<file path="src/rtl/rv0_ahb_arb_if.sv">
// Requester-side bundle for the rv0 fetch/load-store arbiter and its AHB-Lite port.
// No latency of its own; pure wiring between the arbiter and its neighbours.
// Flow control is req/gnt per requester and hreadyout wait states on the bus.
interface rv0_ahb_arb_if #(
    parameter int ADDR_WIDTH = 32,
    parameter int DATA_WIDTH = 32
);
    localparam int STRB_WIDTH = DATA_WIDTH / 8;

    // Instruction fetch requester
    logic                  if_req;
    logic [ADDR_WIDTH-1:0] if_addr;
    logic                  if_gnt;
    logic                  if_rvld;
    logic [DATA_WIDTH-1:0] if_rdata;
    logic                  if_err;

    // Load/store requester
    logic                  ls_req;
    logic                  ls_we;
    logic [ADDR_WIDTH-1:0] ls_addr;
    logic [2:0]            ls_size;
    logic [DATA_WIDTH-1:0] ls_wdata;
    logic [STRB_WIDTH-1:0] ls_strb;
    logic                  ls_gnt;
    logic                  ls_rvld;
    logic [DATA_WIDTH-1:0] ls_rdata;
    logic                  ls_err;

    // AHB-Lite requester port
    logic [ADDR_WIDTH-1:0] haddr;
    logic [1:0]            htrans;
    logic [2:0]            hsize;
    logic                  hwrite;
    logic [DATA_WIDTH-1:0] hwdata;
    logic [STRB_WIDTH-1:0] hwstrb;
    logic                  hsel;
    logic [3:0]            hprot;
    logic [DATA_WIDTH-1:0] hrdata;
    logic                  hreadyout;
    logic                  hresp;

    // Arbiter view: drives grants, responses and the AHB address/data phase.
    modport master (
        input  if_req, if_addr,
        output if_gnt, if_rvld, if_rdata, if_err,
        input  ls_req, ls_we, ls_addr, ls_size, ls_wdata, ls_strb,
        output ls_gnt, ls_rvld, ls_rdata, ls_err,
        output haddr, htrans, hsize, hwrite, hwdata, hwstrb, hsel, hprot,
        input  hrdata, hreadyout, hresp
    );

    // Environment view: requesters and the AHB completer.
    modport slave (
        output if_req, if_addr,
        input  if_gnt, if_rvld, if_rdata, if_err,
        output ls_req, ls_we, ls_addr, ls_size, ls_wdata, ls_strb,
        input  ls_gnt, ls_rvld, ls_rdata, ls_err,
        input  haddr, htrans, hsize, hwrite, hwdata, hwstrb, hsel, hprot,
        output hrdata, hreadyout, hresp
    );
endinterface

</file>
<file path="src/rtl/rv0_ahb_arb.sv">
// Round-robin arbiter between IF and LS sharing one non-pipelined AHB-Lite requester port.
// Latency: gnt same cycle as req in IDLE, rvld 3 cycles later (+1 per wait state); misaligned LS: rvld 1 cycle after gnt.
// Backpressure: requests wait (req held) while a transfer is in flight; hreadyout=0 stretches the data phase.
module rv0_ahb_arb #(
    parameter int ADDR_WIDTH = 32,
    parameter int DATA_WIDTH = 32
) (
    input  logic          clk,
    input  logic          rst,
    rv0_ahb_arb_if.master bus
);
    localparam int STRB_WIDTH = DATA_WIDTH / 8;

    localparam logic [1:0] ST_IDLE = 2'd0;
    localparam logic [1:0] ST_ADDR = 2'd1;
    localparam logic [1:0] ST_DATA = 2'd2;
    localparam logic [1:0] ST_RESP = 2'd3;

    localparam logic [1:0] HTRANS_IDLE   = 2'b00;
    localparam logic [1:0] HTRANS_NONSEQ = 2'b10;

    localparam logic [2:0] HSIZE_BYTE = 3'd0;
    localparam logic [2:0] HSIZE_HALF = 3'd1;
    localparam logic [2:0] HSIZE_WORD = 3'd2;

    localparam logic [3:0] HPROT_IF = 4'b0010;
    localparam logic [3:0] HPROT_LS = 4'b0011;

    logic [1:0]            state;
    logic [1:0]            state_nxt;

    // 1 when IF held the most recent grant, so LS wins the next tie.
    logic                  last_if;
    // Owner of the transfer currently being sequenced.
    logic                  own_ls;

    logic [ADDR_WIDTH-1:0] lat_addr;
    logic [2:0]            lat_size;
    logic                  lat_we;
    logic [DATA_WIDTH-1:0] lat_wdata;
    logic [STRB_WIDTH-1:0] lat_strb;

    logic [DATA_WIDTH-1:0] rdata_q;
    logic                  err_q;

    logic                  ls_misaligned;
    logic                  pick_ls;
    logic                  pick_if;
    logic                  resp_ok;

    // Alignment check on the presented LS request; oversize transfers are rejected too.
    always_comb begin
        case (bus.ls_size)
            HSIZE_BYTE: ls_misaligned = 1'b0;
            HSIZE_HALF: ls_misaligned = bus.ls_addr[0];
            HSIZE_WORD: ls_misaligned = |bus.ls_addr[1:0];
            default:    ls_misaligned = 1'b1;
        endcase
    end

    // Grant selection: only in IDLE and never while reset is asserted; ties go to whoever was not granted last.
    always_comb begin
        pick_ls = 1'b0;
        pick_if = 1'b0;
        if (!rst && (state == ST_IDLE)) begin
            if (bus.ls_req && bus.if_req) begin
                pick_ls = last_if;
                pick_if = !last_if;
            end else begin
                pick_ls = bus.ls_req;
                pick_if = bus.if_req;
            end
        end
    end

    // Transfer sequencing: address phase, data phase with wait states, one-cycle response.
    always_comb begin
        state_nxt = state;
        case (state)
            ST_IDLE: begin
                if (pick_ls && ls_misaligned) begin
                    state_nxt = ST_RESP;
                end else if (pick_ls || pick_if) begin
                    state_nxt = ST_ADDR;
                end
            end
            ST_ADDR: state_nxt = ST_DATA;
            ST_DATA: begin
                if (bus.hreadyout) begin
                    state_nxt = ST_RESP;
                end
            end
            default: state_nxt = ST_IDLE;
        endcase
    end

    // State, round-robin pointer, request latch and response capture.
    always_ff @(posedge clk) begin
        if (rst) begin
            state     <= ST_IDLE;
            last_if   <= 1'b1;
            own_ls    <= 1'b0;
            lat_addr  <= '0;
            lat_size  <= '0;
            lat_we    <= 1'b0;
            lat_wdata <= '0;
            lat_strb  <= '0;
            rdata_q   <= '0;
            err_q     <= 1'b0;
        end else begin
            state <= state_nxt;
            if (pick_ls) begin
                last_if   <= 1'b0;
                own_ls    <= 1'b1;
                lat_addr  <= bus.ls_addr;
                lat_size  <= bus.ls_size;
                lat_we    <= bus.ls_we;
                lat_wdata <= bus.ls_wdata;
                lat_strb  <= bus.ls_strb;
                // A misaligned request skips the bus and answers with an error directly.
                err_q     <= ls_misaligned;
            end else if (pick_if) begin
                last_if   <= 1'b1;
                own_ls    <= 1'b0;
                lat_addr  <= bus.if_addr;
                lat_size  <= HSIZE_WORD;
                lat_we    <= 1'b0;
                lat_wdata <= '0;
                lat_strb  <= '0;
                err_q     <= 1'b0;
            end
            // Read data is taken even with an error response; the requester decides what to do with it.
            if ((state == ST_DATA) && bus.hreadyout) begin
                rdata_q <= bus.hrdata;
                err_q   <= bus.hresp;
            end
        end
    end

    // AHB outputs: address-phase signals only in ADDR, write data only in DATA, zero otherwise.
    always_comb begin
        bus.haddr  = '0;
        bus.htrans = HTRANS_IDLE;
        bus.hsize  = '0;
        bus.hwrite = 1'b0;
        bus.hprot  = '0;
        bus.hsel   = 1'b0;
        bus.hwdata = '0;
        bus.hwstrb = '0;
        if (state == ST_ADDR) begin
            bus.haddr  = lat_addr;
            bus.htrans = HTRANS_NONSEQ;
            bus.hsize  = lat_size;
            bus.hwrite = lat_we;
            bus.hprot  = own_ls ? HPROT_LS : HPROT_IF;
            bus.hsel   = 1'b1;
        end
        if (state == ST_DATA) begin
            bus.hwdata = lat_wdata;
            bus.hwstrb = lat_we ? lat_strb : '0;
        end
    end

    // Grants and responses back to the requesters; suppressed during reset so aborted transfers stay silent.
    always_comb begin
        resp_ok      = !rst && (state == ST_RESP);
        bus.if_gnt   = pick_if;
        bus.ls_gnt   = pick_ls;
        bus.if_rvld  = resp_ok && !own_ls;
        bus.ls_rvld  = resp_ok && own_ls;
        bus.if_err   = resp_ok && !own_ls && err_q;
        bus.ls_err   = resp_ok && own_ls && err_q;
        bus.if_rdata = rdata_q;
        bus.ls_rdata = rdata_q;
    end
endmodule
</file>
<file path="src/flat_wrapper.sv">
// flat-port wrapper written by rule: the top's interface ports become plain ports
module rv0_ahb_arb_flat 
#(
    parameter int ADDR_WIDTH = 32,
    parameter int DATA_WIDTH = 32
)
  (clk, rst, bus_if_req, bus_if_addr, bus_if_gnt, bus_if_rvld, bus_if_rdata, bus_if_err, bus_ls_req, bus_ls_we, bus_ls_addr, bus_ls_size, bus_ls_wdata, bus_ls_strb, bus_ls_gnt, bus_ls_rvld, bus_ls_rdata, bus_ls_err, bus_haddr, bus_htrans, bus_hsize, bus_hwrite, bus_hwdata, bus_hwstrb, bus_hsel, bus_hprot, bus_hrdata, bus_hreadyout, bus_hresp);
  rv0_ahb_arb_if #(.ADDR_WIDTH(ADDR_WIDTH), .DATA_WIDTH(DATA_WIDTH)) bus_i ();
  input  logic clk;
  input  logic rst;
  input wire logic [$bits(bus_i.if_req)-1:0] bus_if_req;
  input wire logic [$bits(bus_i.if_addr)-1:0] bus_if_addr;
  output wire logic [$bits(bus_i.if_gnt)-1:0] bus_if_gnt;
  output wire logic [$bits(bus_i.if_rvld)-1:0] bus_if_rvld;
  output wire logic [$bits(bus_i.if_rdata)-1:0] bus_if_rdata;
  output wire logic [$bits(bus_i.if_err)-1:0] bus_if_err;
  input wire logic [$bits(bus_i.ls_req)-1:0] bus_ls_req;
  input wire logic [$bits(bus_i.ls_we)-1:0] bus_ls_we;
  input wire logic [$bits(bus_i.ls_addr)-1:0] bus_ls_addr;
  input wire logic [$bits(bus_i.ls_size)-1:0] bus_ls_size;
  input wire logic [$bits(bus_i.ls_wdata)-1:0] bus_ls_wdata;
  input wire logic [$bits(bus_i.ls_strb)-1:0] bus_ls_strb;
  output wire logic [$bits(bus_i.ls_gnt)-1:0] bus_ls_gnt;
  output wire logic [$bits(bus_i.ls_rvld)-1:0] bus_ls_rvld;
  output wire logic [$bits(bus_i.ls_rdata)-1:0] bus_ls_rdata;
  output wire logic [$bits(bus_i.ls_err)-1:0] bus_ls_err;
  output wire logic [$bits(bus_i.haddr)-1:0] bus_haddr;
  output wire logic [$bits(bus_i.htrans)-1:0] bus_htrans;
  output wire logic [$bits(bus_i.hsize)-1:0] bus_hsize;
  output wire logic [$bits(bus_i.hwrite)-1:0] bus_hwrite;
  output wire logic [$bits(bus_i.hwdata)-1:0] bus_hwdata;
  output wire logic [$bits(bus_i.hwstrb)-1:0] bus_hwstrb;
  output wire logic [$bits(bus_i.hsel)-1:0] bus_hsel;
  output wire logic [$bits(bus_i.hprot)-1:0] bus_hprot;
  input wire logic [$bits(bus_i.hrdata)-1:0] bus_hrdata;
  input wire logic [$bits(bus_i.hreadyout)-1:0] bus_hreadyout;
  input wire logic [$bits(bus_i.hresp)-1:0] bus_hresp;
  assign bus_i.if_req = bus_if_req;
  assign bus_i.if_addr = bus_if_addr;
  assign bus_if_gnt = bus_i.if_gnt;
  assign bus_if_rvld = bus_i.if_rvld;
  assign bus_if_rdata = bus_i.if_rdata;
  assign bus_if_err = bus_i.if_err;
  assign bus_i.ls_req = bus_ls_req;
  assign bus_i.ls_we = bus_ls_we;
  assign bus_i.ls_addr = bus_ls_addr;
  assign bus_i.ls_size = bus_ls_size;
  assign bus_i.ls_wdata = bus_ls_wdata;
  assign bus_i.ls_strb = bus_ls_strb;
  assign bus_ls_gnt = bus_i.ls_gnt;
  assign bus_ls_rvld = bus_i.ls_rvld;
  assign bus_ls_rdata = bus_i.ls_rdata;
  assign bus_ls_err = bus_i.ls_err;
  assign bus_haddr = bus_i.haddr;
  assign bus_htrans = bus_i.htrans;
  assign bus_hsize = bus_i.hsize;
  assign bus_hwrite = bus_i.hwrite;
  assign bus_hwdata = bus_i.hwdata;
  assign bus_hwstrb = bus_i.hwstrb;
  assign bus_hsel = bus_i.hsel;
  assign bus_hprot = bus_i.hprot;
  assign bus_i.hrdata = bus_hrdata;
  assign bus_i.hreadyout = bus_hreadyout;
  assign bus_i.hresp = bus_hresp;
  rv0_ahb_arb #(.ADDR_WIDTH(ADDR_WIDTH), .DATA_WIDTH(DATA_WIDTH)) u_core (.clk(clk), .rst(rst), .bus(bus_i));
endmodule
</file>
<file path="config.mk">
export PLATFORM = sky130hd
export DESIGN_NAME = rv0_ahb_arb_flat
export DESIGN_NICKNAME = d
export VERILOG_FILES = /design/src/rtl/rv0_ahb_arb_if.sv /design/src/rtl/rv0_ahb_arb.sv /design/src/flat_wrapper.sv
export SDC_FILE = /design/constraint.sdc
export NUM_CORES = 1
export LEC_CHECK = 0
export ABC_AREA = 1
export BUFFER_PORTS_ARGS = -buffer_cell sky130_fd_sc_hd__buf_2
export CAP_MARGIN = 25
export CORE_MARGIN = 5
export CORE_UTILIZATION = 45
export CTS_CLUSTER_DIAMETER = 50
export DETAILED_ROUTE_END_ITERATION = 10
export GPL_ROUTABILITY_DRIVEN = 0
export GPL_TIMING_DRIVEN = 1
export HOLD_SLACK_MARGIN = 0.15
export PLACE_DENSITY = 0.8
export SLEW_MARGIN = 20
export SYNTH_ARGS = -nofsm -noshare
export SYNTH_HDL_FRONTEND = slang
export SYNTH_SLANG_ARGS = --single-unit
</file>
<file path="constraint.sdc">
create_clock -name clk -period 1.8 [get_ports clk]
set_input_delay 0.09 -clock clk [delete_from_list [all_inputs] [get_ports clk]]
set_output_delay 0.09 -clock clk [all_outputs]
set_load 0.02 [all_outputs]
</file>
# After elaboration in Yosys (flattened, before gate mapping)
# Cells that the tools add are included.
op_classes:
  reduce_logical: 19
  mux: 34
  n_eq_ne: 7
op_table:
  columns: ["op", "count"]
  rows:
  - ["$mux 32", 6]
  - ["$mux 4", 5]
  - ["$mux 1", 14]
  - ["$logic_and 1x1->1", 9]
  - ["$mux 3", 3]
  - ["$mux 2", 4]
  - ["$pmux 2 s3", 1]
  - ["$eq 2x2->1 const B", 2]
  - ["$eq 3x1->1 const B", 1]
  - ["$eq 3x2->1 const B", 1]
  - ["$logic_not 1->1", 3]
  - ["$logic_not 3->1", 1]
  - ["$ne 3x3->1 const B", 1]
  - ["$pmux 1 s3", 1]
  - ["$reduce_bool 3->1", 1]
  - ["$eq 2x1->1 const B", 1]
  - ["$logic_not 2->1", 1]
  - ["$ne 2x2->1 const B", 1]
  - ["$reduce_and 2->1", 1]
  - ["$reduce_bool 2->1", 1]
  - ["$reduce_or 2->1", 1]
  - ["$logic_or 1x1->1", 1]
word_totals:
  ff_bits: 109
  elab_cells: 70
  input_bits: 142

# Logic depth before layout (Yosys ltp)
depth:
  word_depth: 7
  ltp_mapped: 12
  depth_no_buf: 10

# Worst setup path after synthesis
# No wires, ideal clock.
synth_timing:
  kind: "register to output"
  start: "register u_core.state[1]"
  end: "output bus_haddr[10]"
  slack_ps: 189
  t_arrival_ps: 1521
  required_time_ps: 1710
  stages_incl_launch_ff: 7
  path_cell_list: "dfxtp_1 inv_1 ha_1 clkbuf_1 clkbuf_1 nand2_1 inv_1"
synth_between:
  elab_chain_len: 2
synth_rtl:
  columns: ["element", "line", "rtl"]
  rows:
  - ["start: declaration", "rv0_ahb_arb.sv:29", "logic [1:0] state;"]
  - ["start signal: assignment", "rv0_ahb_arb.sv:111", "state <= state_nxt;"]
  - ["$eq 2x1->1", "rv0_ahb_arb.sv:150", "if (state == ST_ADDR) begin"]
  - ["$mux 32", "rv0_ahb_arb.sv:150", null]
  - ["end: declaration", "flat_wrapper.sv:27", "output wire logic [$bits(bus_i.haddr)-1:0] bus_haddr;"]
# Every way passes these cells.

# Worst setup path after layout
layout_timing:
  start: "register u_core.state[0]"
  end: "output bus_haddr[13]"
# Same word-level chain as after synthesis.

==> reports/qor.csv <==
metric,value,unit
Total Wirelength,21390,um
Critical Path End Type,output port,
Initial Utilization,45.34,%
DRC viols,0,
IO Pins,291,
Die X,119.5,um
Synth Register Bits,109,
H-tree depth,3,
mean post-synth cell area,6.650,um2
CTS tree,done,
f_max,574.8,MHz
Num Clock Sinks,109,
vias per std cell,5.002,
area growth from synthesis to layout,58.06,%
clk_skew,0.007033,ns
endpoints failing setup,0,
CTS max path bufs,2,
Post-Syn Area,5400,um2
synth unique cells,25,
Peak supply drop,0.6830,mV
DR WL/cell,15.91,um
WP data arrival,1.65,ns
nets,1337,
initial antenna violation count,2,
Root Driver,clkbuf_16,
Startpoint Class,flop,
total track usage,28.66,%
Final Max Slew Viols,0,
Setup TNS,0,ns
Initial DRC Count,678,
Core ar.,11910,um2
worst hold slack,0.1648,ns
Leakage Power,4.917,nW
die area,14290,um2
crit-path max FO,40,
clk_lat worst skew,0.35,ns
largest net degree at the start of global routing,70,
synthesis warning total,0,
Tmin final,1.740,ns
vias in the first global route,6594,
HP Class,input port to flop,
first-pass GRT wire length,33020,um
Vias,6723,
# rows,40,
die height,119.5,um
TritonCTS Buffers,9,
HPWL Detailed,11440,um
Setup WS post-layout,0.06015,ns
register area share after synthesis,40.41,%
port bufs,287,
Max Cap Violations,0,
Final Hold Fails,0,
Worst-path clk slew,0.07,ns
RSZ-0062 raised after global routing,true,
DRT Pass-1 Iters,8,
Place WS,0.1631,ns
Post-Synthesis Cells,812,
Detail Route Antenna Nets,0,
Crit path required time,1.71,ns
status,completed,
kind of critical path,flop to output port,
share of cells above drive strength 1,29.21,%
fin crit share,96.66,%
P per Cell Area,1035,nW/um2
GRT overflow,0,
==> power by group <==
group	internal (W)	leakage (nW)	switching (W)
logic	0.00149	3.89	0.00238
clock network	0.00102	0.134	0.000871
registers	0.00281	0.889	0.000264
==> worst max-delay path, cell delays in order, from the launching register on <==
cell	delay [ns]
dfxtp_1	0.34
buf_4	0.14
ha_1	0.20
buf_12	0.24
nand2_1	0.10
inv_1	0.09
buf_2	0.17
==> repair_timing <==
| item | CTS | global route |
|---|---|---|
| cloned | 3 | 0 |
| hold buffers | 139 | 0 |
| gates resized for setup | 5 | 7 |
| setup buffers | 5 | 2 |
| endpoints found under the setup margin | 2 | 31 |
| pin swaps | 0 | 1 |
| hold endpoints to repair | 106 | 0 |
==> final cells by class <==
| class | instances | area [um2] |
|---|---|---|
| antenna | 2 | 5.005 |
| clock buffer | 15 | 267.8 |
| clock inverter | 1 | 5.005 |
| fill | 858 | 3376 |
| inverter | 122 | 460.4 |
| multi-input combinational | 493 | 2208 |
| sequential | 109 | 2186 |
| tap | 147 | 183.9 |
| timing repair buffer | 455 | 3219 |
==> placed cells by master, fill, tap and decap left out, types with 3 or more instances in the layout <==
master	n
buf_4	18
conb_1	3
clkbuf_1	4
dfxtp_1	108
buf_2	285
ha_1	4
o21ai_0	35
nand2_1	211
dlygate4sd3_1	139
buf_6	3
buf_12	7
a21oi_1	42
nor2_1	71
nand3_1	105
nand2_2	9
inv_2	4
inv_1	117
clkbuf_16	9
==> logic make-up (layout without fill, tap and decap cells) <==
| logic type | after synthesis | count (layout) | synth area share [%] |
|---|---|---|---|
| other | 1 | 5 | 0.06944 |
| and+or+nand+nor | 404 | 404 | 31.63 |
| AOI/OAI and AO/OA | 81 | 81 | 7.808 |
| DFF | 109 | 109 | 40.41 |
| buffers and inverters | 212 | 593 | 18.93 |
| adders and majority gates | 5 | 5 | 1.158 |
==> sequential cells by signal (all words and copies together) (netlist names) <==
signal,count
u_core.state,2
u_core.lat_strb,4
u_core.own_ls,1
u_core.lat_addr,32
u_core.last_if,1
u_core.bus.if_rdata,32
u_core.lat_size,3
u_core.lat_wdata,32
u_core.err_q,1
u_core.lat_we,1
==> layer usage <==
metal | wire, um | part of all wire [%] | track usage (%)
met1 | 7882 | 37 | 32.40
met5 | 0 | 0 | 0
met4 | 1050 | 4.9 | 16.82
met3 | 1907 | 8.9 | 7.210
met2 | 10550 | 49 | 48.83
==> synth_stat cells <==
library cell	n	area [um2]
a21oi_4	1	16.27
nand2_1	212	795.8
nor2_1	71	266.5
nand2_4	1	11.26
o31ai_1	1	7.510
buf_1	3	11.26
nor4_1	2	12.51
a21oi_1	42	210.2
nand3_1	105	525.5
nor3_1	2	10.01
inv_1	120	450.4
conb_1	1	3.750
nor2_8	1	20.02
nand3_2	1	10.01
clkbuf_1	19	71.32
or2_2	1	6.260
a31oi_1	2	12.51
inv_2	2	7.510
buf_4	44	330.3
dfxtp_1	109	2182
ha_1	5	62.56
buf_2	19	95.09
buf_6	5	56.30
o21ai_0	35	175.2
nand2_2	8	50.05
==> through the flow <==
stage | area (um2) | std cells | total power (W) | utilization, %
after floorplan | 5408 | 814 | 0.005517 | -
after global placement | 6696 | 1177 | 0.006378 | 56.22
after detailed placement | 6696 | 1177 | 0.006411 | 56.22
after CTS | 8506 | 1340 | 0.008717 | 71.41
after global routing | 8536 | 1344 | 0.009314 | 71.66
final | 8536 | 1344 | 0.008831 | 71.66
==> final timing paths <==
path	from	end	slack (ns)	cells after the start
setup / recovery	u_core.state[0]	bus_haddr[13]	0.06	6
hold / removal	bus_hreadyout	u_core.err_q	0.16	3
setup reg to reg	u_core.state[1]	u_core.lat_addr[2]	0.08	12
hold reg to reg	u_core.lat_wdata[27]	u_core.lat_wdata[27]	0.48	2
No activity file was read; power rests on OpenSTA's default activity.
